<file path="config.mk">
export PLATFORM = sky130hd
export DESIGN_NAME = opl3_timer_status
export DESIGN_NICKNAME = d
export VERILOG_FILES = /design/src/rtl/opl3_pkg.sv /design/src/rtl/opl3_timer_channel.sv /design/src/rtl/opl3_timer_status.sv
export SDC_FILE = /design/constraint.sdc
export NUM_CORES = 1
export LEC_CHECK = 0
export ABC_CLOCK_PERIOD_IN_PS = 2600
export CAP_MARGIN = 20
export CORE_AREA = 2 2 77 79
export CTS_CLUSTER_SIZE = 40
export DETAILED_ROUTE_END_ITERATION = 12
export DIE_AREA = 0 0 79 81
export GPL_TIMING_DRIVEN = 1
export PLACE_DENSITY = 0.82
export SLEW_MARGIN = 20
export SYNTH_ARGS = -nofsm -noshare
export SYNTH_HDL_FRONTEND = slang
export SYNTH_SLANG_ARGS = --single-unit
</file>
<file path="constraint.sdc">
create_clock -name clk -period 2.6 [get_ports clk]
set_input_delay 0.52 -clock clk [delete_from_list [all_inputs] [get_ports clk]]
set_output_delay 0.52 -clock clk [all_outputs]
set_load 0.02 [all_outputs]
</file>
<file path="src/rtl/opl3_pkg.sv">
// Shared types and constants for the OPL3 timer/status block.
// Holds the register-write struct, the timer register addresses and the status bit positions.
package opl3_pkg;

    localparam int REG_TIMER_WIDTH = 8;

    localparam logic [7:0] TIMER1_ADDR     = 8'h02;
    localparam logic [7:0] TIMER2_ADDR     = 8'h03;
    localparam logic [7:0] TIMER_CTRL_ADDR = 8'h04;

    localparam int STATUS_IRQ_BIT = 7;
    localparam int STATUS_FT1_BIT = 6;
    localparam int STATUS_FT2_BIT = 5;

    typedef struct packed {
        logic       valid;
        logic       bank_num;
        logic [7:0] address;
        logic [7:0] data;
    } opl3_reg_wr_t;

endpackage

</file>
<file path="src/rtl/opl3_timer_channel.sv">
// One 8-bit up-counting OPL3 timer: loads from its preset on start, counts on tick,
// reloads at 0xFF and reports that reload as a single-cycle overflow pulse.
module opl3_timer_channel
    import opl3_pkg::*;
(
    input  logic                       clk,
    input  logic                       ic_n,
    input  logic                       tick,
    input  logic                       start_load,
    input  logic                       run,
    input  logic [REG_TIMER_WIDTH-1:0] preset,
    output logic                       overflow
);

    logic [REG_TIMER_WIDTH-1:0] count;
    logic                       at_max;

    assign at_max = (count == '1);

    // A load always beats a tick landing in the same cycle.
    assign overflow = tick && run && at_max && !start_load;

    always_ff @(posedge clk or negedge ic_n) begin
        if (!ic_n) begin
            count <= '0;
        end else if (start_load) begin
            count <= preset;
        end else if (tick && run) begin
            if (at_max) begin
                count <= preset;
            end else begin
                count <= count + 1'b1;
            end
        end
    end

endmodule

</file>
<file path="src/rtl/opl3_timer_status.sv">
// OPL3 timer block: prescaler, timer register decode, masks, sticky overflow flags,
// forced Timer 1 overflow for software detection, and the host status byte / IRQ.
module opl3_timer_status
    import opl3_pkg::*;
#(
    parameter int TICK_80US_CYCLES = 1145
) (
    input  logic         clk,
    input  logic         ic_n,
    input  opl3_reg_wr_t reg_wr,
    input  logic         force_timer_overflow,
    output logic [7:0]   status,
    output logic         irq_n
);

    localparam int PRE_W = (TICK_80US_CYCLES > 2) ? $clog2(TICK_80US_CYCLES) : 1;
    localparam logic [PRE_W-1:0] PRE_LAST = PRE_W'(TICK_80US_CYCLES - 1);

    logic [PRE_W-1:0] pre_cnt;
    logic [1:0]       sub_cnt;
    logic             tick80;
    logic             tick320;

    logic [REG_TIMER_WIDTH-1:0] preset1;
    logic [REG_TIMER_WIDTH-1:0] preset2;
    logic mt1, mt2, st1, st2;
    logic ft1, ft2;
    logic force_d;

    logic wr_bank0, wr_ctrl, rst_cmd, ctrl_upd;
    logic start_load1, start_load2;
    logic ov1, ov2, force_edge;
    logic set_ft1, set_ft2, irq;
    logic unused_ok;

    // Free-running base tick; register writes never disturb its phase.
    assign tick80  = (pre_cnt == PRE_LAST);
    assign tick320 = tick80 && (sub_cnt == 2'd3);

    always_ff @(posedge clk or negedge ic_n) begin
        if (!ic_n) begin
            pre_cnt <= '0;
            sub_cnt <= '0;
        end else if (tick80) begin
            pre_cnt <= '0;
            sub_cnt <= sub_cnt + 2'd1;
        end else begin
            pre_cnt <= pre_cnt + 1'b1;
        end
    end

    // reg_wr is valid-only: every valid cycle is consumed, there is no backpressure.
    assign wr_bank0    = reg_wr.valid && !reg_wr.bank_num;
    assign wr_ctrl     = wr_bank0 && (reg_wr.address == TIMER_CTRL_ADDR);
    assign rst_cmd     = wr_ctrl && reg_wr.data[7];
    assign ctrl_upd    = wr_ctrl && !reg_wr.data[7];
    assign start_load1 = ctrl_upd && reg_wr.data[0] && !st1;
    assign start_load2 = ctrl_upd && reg_wr.data[1] && !st2;
    assign unused_ok   = ^reg_wr.data[4:2];

    always_ff @(posedge clk or negedge ic_n) begin
        if (!ic_n) begin
            preset1 <= '0;
            preset2 <= '0;
            mt1     <= 1'b0;
            mt2     <= 1'b0;
            st1     <= 1'b0;
            st2     <= 1'b0;
        end else begin
            if (wr_bank0 && (reg_wr.address == TIMER1_ADDR)) preset1 <= reg_wr.data;
            if (wr_bank0 && (reg_wr.address == TIMER2_ADDR)) preset2 <= reg_wr.data;
            if (ctrl_upd) begin
                mt1 <= reg_wr.data[6];
                mt2 <= reg_wr.data[5];
                st2 <= reg_wr.data[1];
                st1 <= reg_wr.data[0];
            end
        end
    end

    opl3_timer_channel u_t1 (
        .clk        (clk),
        .ic_n       (ic_n),
        .tick       (tick80),
        .start_load (start_load1),
        .run        (st1),
        .preset     (preset1),
        .overflow   (ov1)
    );

    opl3_timer_channel u_t2 (
        .clk        (clk),
        .ic_n       (ic_n),
        .tick       (tick320),
        .start_load (start_load2),
        .run        (st2),
        .preset     (preset2),
        .overflow   (ov2)
    );

    // The forced edge mimics a Timer 1 overflow without touching the counter.
    assign force_edge = force_timer_overflow && !force_d;
    assign set_ft1    = !mt1 && (ov1 || (force_edge && st1));
    assign set_ft2    = !mt2 && ov2;

    always_ff @(posedge clk or negedge ic_n) begin
        if (!ic_n) begin
            force_d <= 1'b0;
            ft1     <= 1'b0;
            ft2     <= 1'b0;
        end else begin
            force_d <= force_timer_overflow;
            if (rst_cmd) begin
                ft1 <= 1'b0;
                ft2 <= 1'b0;
            end else begin
                if (set_ft1) ft1 <= 1'b1;
                if (set_ft2) ft2 <= 1'b1;
            end
        end
    end

    assign irq   = ft1 || ft2;
    assign irq_n = !irq;

    always_comb begin
        status                 = '0;
        status[STATUS_IRQ_BIT] = irq;
        status[STATUS_FT1_BIT] = ft1;
        status[STATUS_FT2_BIT] = ft2;
    end

endmodule

</file>
## Word level (Yosys, flattened, before mapping)

Cells that the tools add are included.

- Bits in registers: 52
- Output and inout bits: 9
- Logic and storage cells: 72

- Add/sub/neg operators: 4
- Eq/ne operators: 7
- Muxes and demuxes: 11
- Reduce and logical (&&, ||, !) cells: 37

Operator list:

| kind | count |
|---|---|
| two-way mux 8 bit | 6 |
| logical AND 1 bit | 21 |
| adder 8 x 1 -> 8 bit (second input constant) | 2 |
| == test 8 x 2 -> 1 bit (second input constant) | 2 |
| == test 8 bit (second input constant) | 2 |
| adder 11 x 1 -> 11 bit (second input constant) | 1 |
| == test 11 bit (second input constant) | 1 |
| two-way mux 11 bit | 1 |
| logical NOT 1 bit | 10 |
| == test 8 x 3 -> 1 bit (second input constant) | 1 |
| nonzero test 2 bit | 4 |
| two-way mux 1 bit | 4 |
| adder 2 x 1 -> 2 bit (second input constant) | 1 |
| == test 2 bit (second input constant) | 1 |
| logical OR 1 bit | 2 |

## Longest topological paths before layout

Gate-level depths: netlist of run 1.

- Depth after elaboration: 12
- Gate-level depth with buffers: 8
- Depth with buffers taken out: 7

## By module

Synthesis of run 1 repeated with hierarchy kept, for this count alone.

- Cell total of the unflattened synthesis: 265
- Area, all modules: 2782.7 µm²

Modules (own cells, without submodules):

| module | times used | cells an instance | area an instance (µm²) | sequential area each (µm²) |
|---|---|---|---|---|
| opl3_timer_status | 1 | 131 | 1626.6 | 900.9 |
| opl3_timer_channel | 2 | 67 | 578.1 | 200.2 |

## Least setup slack after synthesis of run 1

OpenSTA, ideal clock, no wires.

- Path kind: input -> register
- Start point: input port reg_wr[13] in the netlist's numbering
- End point: register preset1[0]
- Data arrival time: 1842 ps
- Data required time: 2475 ps
- Setup slack: 633 ps
- Stages: 5
- Path buffers: 1
- Cells stage by stage: nor4_1 and2_1 and4bb_2 buf_4 mux2_2

- Longest elaborated chain between the ends: 2

Ends and longest elaborated chain:

| element | line | source |
|---|---|---|
| start, declared | opl3_timer_status.sv:10 | `input opl3_reg_wr_t reg_wr,` |
| == test 8 x 2 -> 1 bit | opl3_timer_status.sv:70 | `if (wr_bank0 && (reg_wr.address == TIMER1_ADDR)) preset1 <= reg_wr.data;` |
| logical AND 1 bit | opl3_timer_status.sv:70 |  |
| end signal, assigned | opl3_timer_status.sv:70 |  |
| end, declared | opl3_timer_status.sv:24 | `logic [REG_TIMER_WIDTH-1:0] preset1;` |

Every way passes these cells.
A chain may end at the register's enable or synchronous reset.

## Final worst setup path of run 1

- Start point: input port reg_wr[13] in the netlist's numbering
- End point: register preset1[6]

Same word-level chain as after synthesis.

==> flow_metrics.py, run 1 <==
metrics = {
    "yosys": {
        "synth_mux_area_frac": 0.0837,
        "synth_compound_area_frac": 0.0893,
        "synth_top_area_cell": "dfrtp_1",
        "synth_cell_types": 55,
        "synthXorXnorAreaFrac": 0.0360,
        "ys.flop_type": "dfrtp_1",
        "synth_fa_ha_area_frac": 0.0234,
        "synth_top_cell_area_share": 0.486,
        "synth-seq-cells": 52,
        "synth_edf_count": 0,
        "synth_area_um2": 2680,
        "async_flop_share": 1.00,
        "synthSimpleGateAreaFrac": 0.232,
        "synthTopCellsByArea": "dfrtp_1 49%, mux2_2 8.0%, buf_4 2.5%",
        "ys_warn_count": 0,
        "synth_top_family_by_area": "simple AND/OR/NAND/NOR gates",
        "postSynthCellCount": 247,
        "ys_seq_area_frac": 0.486,
        "syn_area_per_cell_um2": 10.8,
    },
    "timing": {
        "setup_violations": 0,
        "fmax_mhz": 455,
        "setup_ws_ps": 403,
        "rsz0062_at_grt": "no",
        "max_slew_margin": 0.551,
        "tightest_slew_ps": 667,
        "finalHoldViolations": 0,
        "tns_ps": 0,
        "drv_slew": 0,
        "layout_min_cycle_time_ps": 2200,
        "holdWs_ps": 314,
        "min_period_over_period": 0.845,
        "finalClockSkew_ps": 7.76,
    },
    "min_path": {
        "min_path_type": "in2async",
    },
    "placement": {
        "placed_area_um2": 2960,
        "gp_congestion": 0.849,
        "dp.cells": 342,
        "post-dp-hpwl_um": 3960,
        "post-place-ws_ps": 78.7,
        "portBuffers": 24,
    },
    "floorplanning": {
        "core_um2": 5680,
        "die_area_um2": 6400,
        "die_h_um": 81,
        "core.rowCount": 28,
        "initial_core_util": 0.471,
        "ios": 30,
        "die_x_um": 79,
    },
    "pwr": {
        "finalPower_mw": 1.46,
        "combPwrFrac": 0.061,
        "swShare": 0.213,
        "leakage_nw": 1.35,
        "power.share.clock": 0.370,
        "power_density_nw_per_um2": 476,
        "switchingPower_mw": 0.311,
        "p_seq_frac": 0.568,
        "internal_power_mw": 1.15,
        "vdd_drop_max_mv": 0.318,
    },
    "grt": {
        "gr-total-overflow": 0,
        "grt_usage": 0.182,
        "antenna_found_initial": 0,
        "grt_pass1_vias": 2000,
        "grt_max_degree": 53,
        "grt_pass1_wl_um": 9020,
    },
    "worst_setup_path": {
        "start_kind": "input port",
        "required_ps": 2790,
        "crit_type": "in2reg",
        "cp.arrival_ps": 2380,
        "end_kind": "flop",
        "path_max_fanout": 10,
    },
    "final_layout": {
        "regArea_um2": 1300,
        "multi_input_area_um2": 1260,
        "utilization": 0.541,
        "design_area_um2": 3070,
        "final_nets": 300,
        "finalNonFillerCells": 350,
        "drive_gt1_frac": 0.160,
        "fillCellCount": 496,
        "layout_commonest_cell": "dfrtp_1",
        "antenna_cells": 0,
        "syn_to_final_growth_pct": 14.8,
        "final_cell_mix": "52 x dfrtp_1, 23 x clkdlybuf4s50_1, 19 x mux2_2",
    },
    "clocking": {
        "clock_latency_ps": 300,
        "post_cts_buffers": 0,
        "clockBufferDepth": 2,
        "post_cts_resized": 0,
        "clk_pin_slew_worst_paths_ps": 90,
        "cts_tree": "done",
        "cts_inserted_buffers": 5,
        "htree_num_levels": 2,
        "clock-sinks": 52,
        "cts_hold_buf": 0,
        "cts-root-buf": "clkbuf_8",
    },
    "route": {
        "drt-total-wl_um": 5370,
        "drtAntennaViolNets": 0,
        "vias": 1923,
        "wl_per_cell_um": 15.4,
        "first_iter_violations": 136,
        "drcViolationCount": 0,
        "dr.pass1.iters": 4,
        "viasPerCell": 5.49,
    },
    "flow_run": {
        "cap_violations": 0,
    },
    "run_status": {
        "status": "finished clean",
    },
}
## critical path, cell delays in order
cell             delay, ps
clkdlybuf4s50_1        400
nor4_1                 300
buf_4                  180
and2_1                 210
and4bb_2               400
mux2_2                 370
## flip-flops by register name, summed over array words and instances (netlist names)
name        count
st2             1
ft1             1
preset2         8
force_d         1
u_t1.count      8
ft2             1
mt2             1
u_t2.count      8
pre_cnt        11
st1             1
mt1             1
sub_cnt         2
preset1         8
## cell families (layout without fill, tap and decap cells)
logic type / after synthesis / count (layout)
buffers and inverters: 22 / 46
DFF: 52 / 52
xor gates and xnor gates: 11 / 11
muxes: 20 / 20
AOI/OAI and AO/OA: 35 / 35
adders and majority gates: 5 / 5
and+or+nand+nor: 101 / 101
other: 1 / 5
## per-layer routing
| layer | GRT usage | routed length, um | vias to the layer above |
|---|---|---|---|
| met2 | 0.316 | 2670 | 51 |
| met1 | 0.228 | 2430 | 926 |
| met5 | 0 | 0 | - |
| li1 | - | - | 941 |
| met4 | 0.0569 | 44 | 0 |
| met3 | 0.0389 | 227 | 5 |
## cell usage after synthesis (all sizes together), types with 2 or more instances
master  instances
nor4b           2
nand2          15
a21oi           4
dfrtp          52
a31oi           4
or3             3
nand3b          2
nor4            5
or2             2
o311ai          2
and4            5
a221o           2
buf            12
xor2            7
nor3            7
nand4           9
nor3b           2
xnor2           4
o21ai          10
o22ai           2
nor2b           6
ha              5
mux2           19
inv             9
nor2           18
nand3          13
and3            6
a22o            2
## cell type report
cell class / instances / area share
clock buffer: 6 / 0.0236
clock inverter: 2 / 0.0114
inverter: 9 / 0.0110
multi-input combinational: 177 / 0.411
sequential: 52 / 0.424
tap: 75 / 0.0305
timing repair buffer: 29 / 0.0888
## final timing paths
path | to | depth (start not counted) | from | slack [ps]
min in group clk | sub_cnt[0] | 1 | sub_cnt[0] | 490
max | preset1[6] | 6 | reg_wr[13] | 400
min reg2reg | sub_cnt[0] | 1 | sub_cnt[0] | 490
max in group asynchronous | u_t1.count[2] | 2 | ic_n | 1860
min | pre_cnt[6] | 2 | ic_n | 310
max reg2reg | u_t2.count[0] | 7 | pre_cnt[0] | 500
## power by group through the flow
stage               combinational (mW)  clock (mW)  sequential (mW)
CTS                             0.0914       0.553            0.831
detailed placement              0.0909           0            0.847
floorplan                       0.0363           0            0.844
finish                          0.0898       0.542            0.831
global placement                0.0884           0            0.846
global route                    0.0996       0.583            0.833
Note: power is estimated with default switching activity, not from simulation.
==> run 2: changes to the inputs <==
ABC_CLOCK_PERIOD_IN_PS = 2100   (was 2600)
clock period = 2.1 ns   (was 2.6 ns; I/O delays follow)
==> run 2 against run 1 <==
Against the previous run:
- sequential share of layout area down 1.9 points
- core utilization increased by 2.6 points
- clock skew increased by 0.89 ps
- critical path depth increased by 1
- first-iteration DRC count grew 15%
- sequential power increased by 24%
- global-route usage rose by 0.71 points
- non-clock buffer count increased by 16
- count of clock-buffer cells in the layout unchanged
==> flow_metrics.py, run 2 (same netlist as run 1, synthesis figures left out) <==
metrics = {
    "timing": {
        "min_period_over_period": 0.947,
        "fmax_mhz": 503,
        "tightest_slew_ps": 576,
        "finalHoldViolations": 0,
        "holdWs_ps": 96.1,
        "layout_min_cycle_time_ps": 1990,
        "setup_violations": 0,
        "max_slew_margin": 0.616,
        "finalClockSkew_ps": 8.66,
        "drv_slew": 0,
    },
    "worst_setup_path": {
        "crit_chain": "inv_1, ha_1, nand4_4, or4_4, a21oi_1, or3b_2, o311ai_1",
        "required_ps": 2270,
        "crit_type": "reg2reg",
        "end_kind": "flop",
        "cpPeakStageDelay_ps": 580,
        "start_kind": "flop",
        "cp.arrival_ps": 2160,
        "cp_slowest_cell": "or4_4",
        "r2r-start": "pre_cnt[0]",
        "path_max_fanout": 9,
        "r2r_slack_ps": 110,
        "cp.depth": 7,
        "crit_buf_inv": 1,
        "critPathTopFamily": "simple AND/OR/NAND/NOR gates",
        "r2r_end": "u_t1.count[5]",
        "reg2reg_depth": 7,
    },
    "clocking": {
        "clock-sinks": 52,
        "clockBufferDepth": 2,
        "clk_pin_slew_worst_paths_ps": 100,
        "cts_inserted_buffers": 5,
        "cts_tree": "done",
        "htree_num_levels": 2,
        "cts-root-buf": "clkbuf_8",
        "clock_latency_ps": 310,
        "post_cts_buffers": 0,
        "cts_hold_buf": 0,
    },
    "grt": {
        "gr-total-overflow": 0,
        "antenna_found_initial": 0,
        "grt_pass1_vias": 2100,
        "grt_pass1_wl_um": 9510,
        "grt_usage": 0.189,
        "grt_max_degree": 30,
    },
    "pwr": {
        "finalPower_mw": 1.72,
        "leakage_nw": 1.43,
        "power_density_nw_per_um2": 536,
        "vdd_drop_max_mv": 0.294,
    },
    "floorplanning": {
        "ios": 30,
        "initial_core_util": 0.471,
        "die_area_um2": 6400,
        "core_um2": 5680,
        "die_x_um": 79,
        "die_h_um": 81,
        "core.rowCount": 28,
    },
    "route": {
        "drcViolationCount": 0,
        "vias": 2045,
        "viasPerCell": 5.59,
        "dr.pass1.iters": 4,
        "wl_per_cell_um": 15.3,
        "drt-total-wl_um": 5610,
        "first_iter_violations": 156,
        "drtAntennaViolNets": 0,
    },
    "placement": {
        "post-dp-hpwl_um": 4320,
        "placed_area_um2": 3100,
        "dp.cells": 358,
        "portBuffers": 24,
        "gp_congestion": 0.896,
    },
    "final_layout": {
        "layout_commonest_cell": "dfrtp_1",
        "antenna_cells": 0,
        "largest_register_ffs": 11,
        "finalNonFillerCells": 366,
        "syn_to_final_growth_pct": 20.3,
        "final_nets": 316,
        "largest-register": "pre_cnt",
        "final_cell_mix": "52 x dfrtp_1, 22 x clkdlybuf4s50_1, 19 x mux2_2, 19 x buf_4, 18 x nor2_1",
        "drive_gt1_frac": 0.220,
        "design_area_um2": 3220,
    },
    "run_status": {
        "status": "finished clean",
    },
    "min_path": {
        "min_path_type": "in2async",
    },
    "flow_run": {
        "cap_violations": 0,
    },
}
[run 2: cell types whose count changed in the layout (fill, tap and decap cells not counted), sizes merged]
cell           change
dlygate4sd2        +1
bufinv             -1
clkinvlp           +1
buf               +16
clkdlybuf4s50      -1
[run 2: area by class of cell]
| type | instances | area [um2] |
|---|---|---|
| repair buffers | 45 | 408 |
| multi-input cells | 177 | 1290 |
| fillers | 488 | 2460 |
| inverters | 9 | 33.8 |
| clock buffers | 6 | 72.6 |
| well taps | 75 | 93.8 |
| clock inverters | 2 | 16.3 |
| flip-flops and latches | 52 | 1300 |
[run 2: worst max-delay path by stage]
stage                     from            end  slack (ps)
floorplan           pre_cnt[0]  u_t1.count[1]         230
global placement    reg_wr[13]     preset1[3]        -150
detailed placement  reg_wr[13]     preset1[6]        -210
CTS                 pre_cnt[0]  u_t2.count[6]          50
global route        pre_cnt[0]  u_t1.count[5]          -2
finish              pre_cnt[0]  u_t1.count[5]         110
[run 2: where the power goes]
part	switching (mW)	total (mW)	internal [mW]
clock	0.334	0.571	0.238
sequential	0.0124	1.03	1.02
combinational	0.0600	0.125	0.0647
total	0.406	1.72	1.32
[run 2: worst reg2reg max path, stage by stage, from the launching register on]
cell and delay (ps):
dfrtp_1 420, inv_1 100, ha_1 220, nand4_4 160, or4_4 580, a21oi_1 130
or3b_2 120, o311ai_1 110
[run 2: what timing repair did]
action	in CTS	in global routing
endpoints found under the setup margin	1	24
pin swaps	0	1
resized for setup	1	6
[run 2: metal layers]
metal,routed length [um],GRT usage,vias to the layer above,share of wire
li1,-,-,984,-
met1,2430,0.236,1012,0.43
met2,2900,0.329,42,0.52
met3,208,0.0289,7,0.037
met4,72,0.0759,0,0.013
met5,0,0,-,0
[run 2: through the flow]
stage	setup TNS [ps]	utilization	setup slack, ps
6_report	0	0.567	112
5_1_grt	-2.36	0.567	-2.36
4_1_cts	0	0.561	47.6
3_5_place_dp	-4620	0.546	-214
3_3_place_gp	-2850	0.546	-151
2_1_floorplan	0	-	230
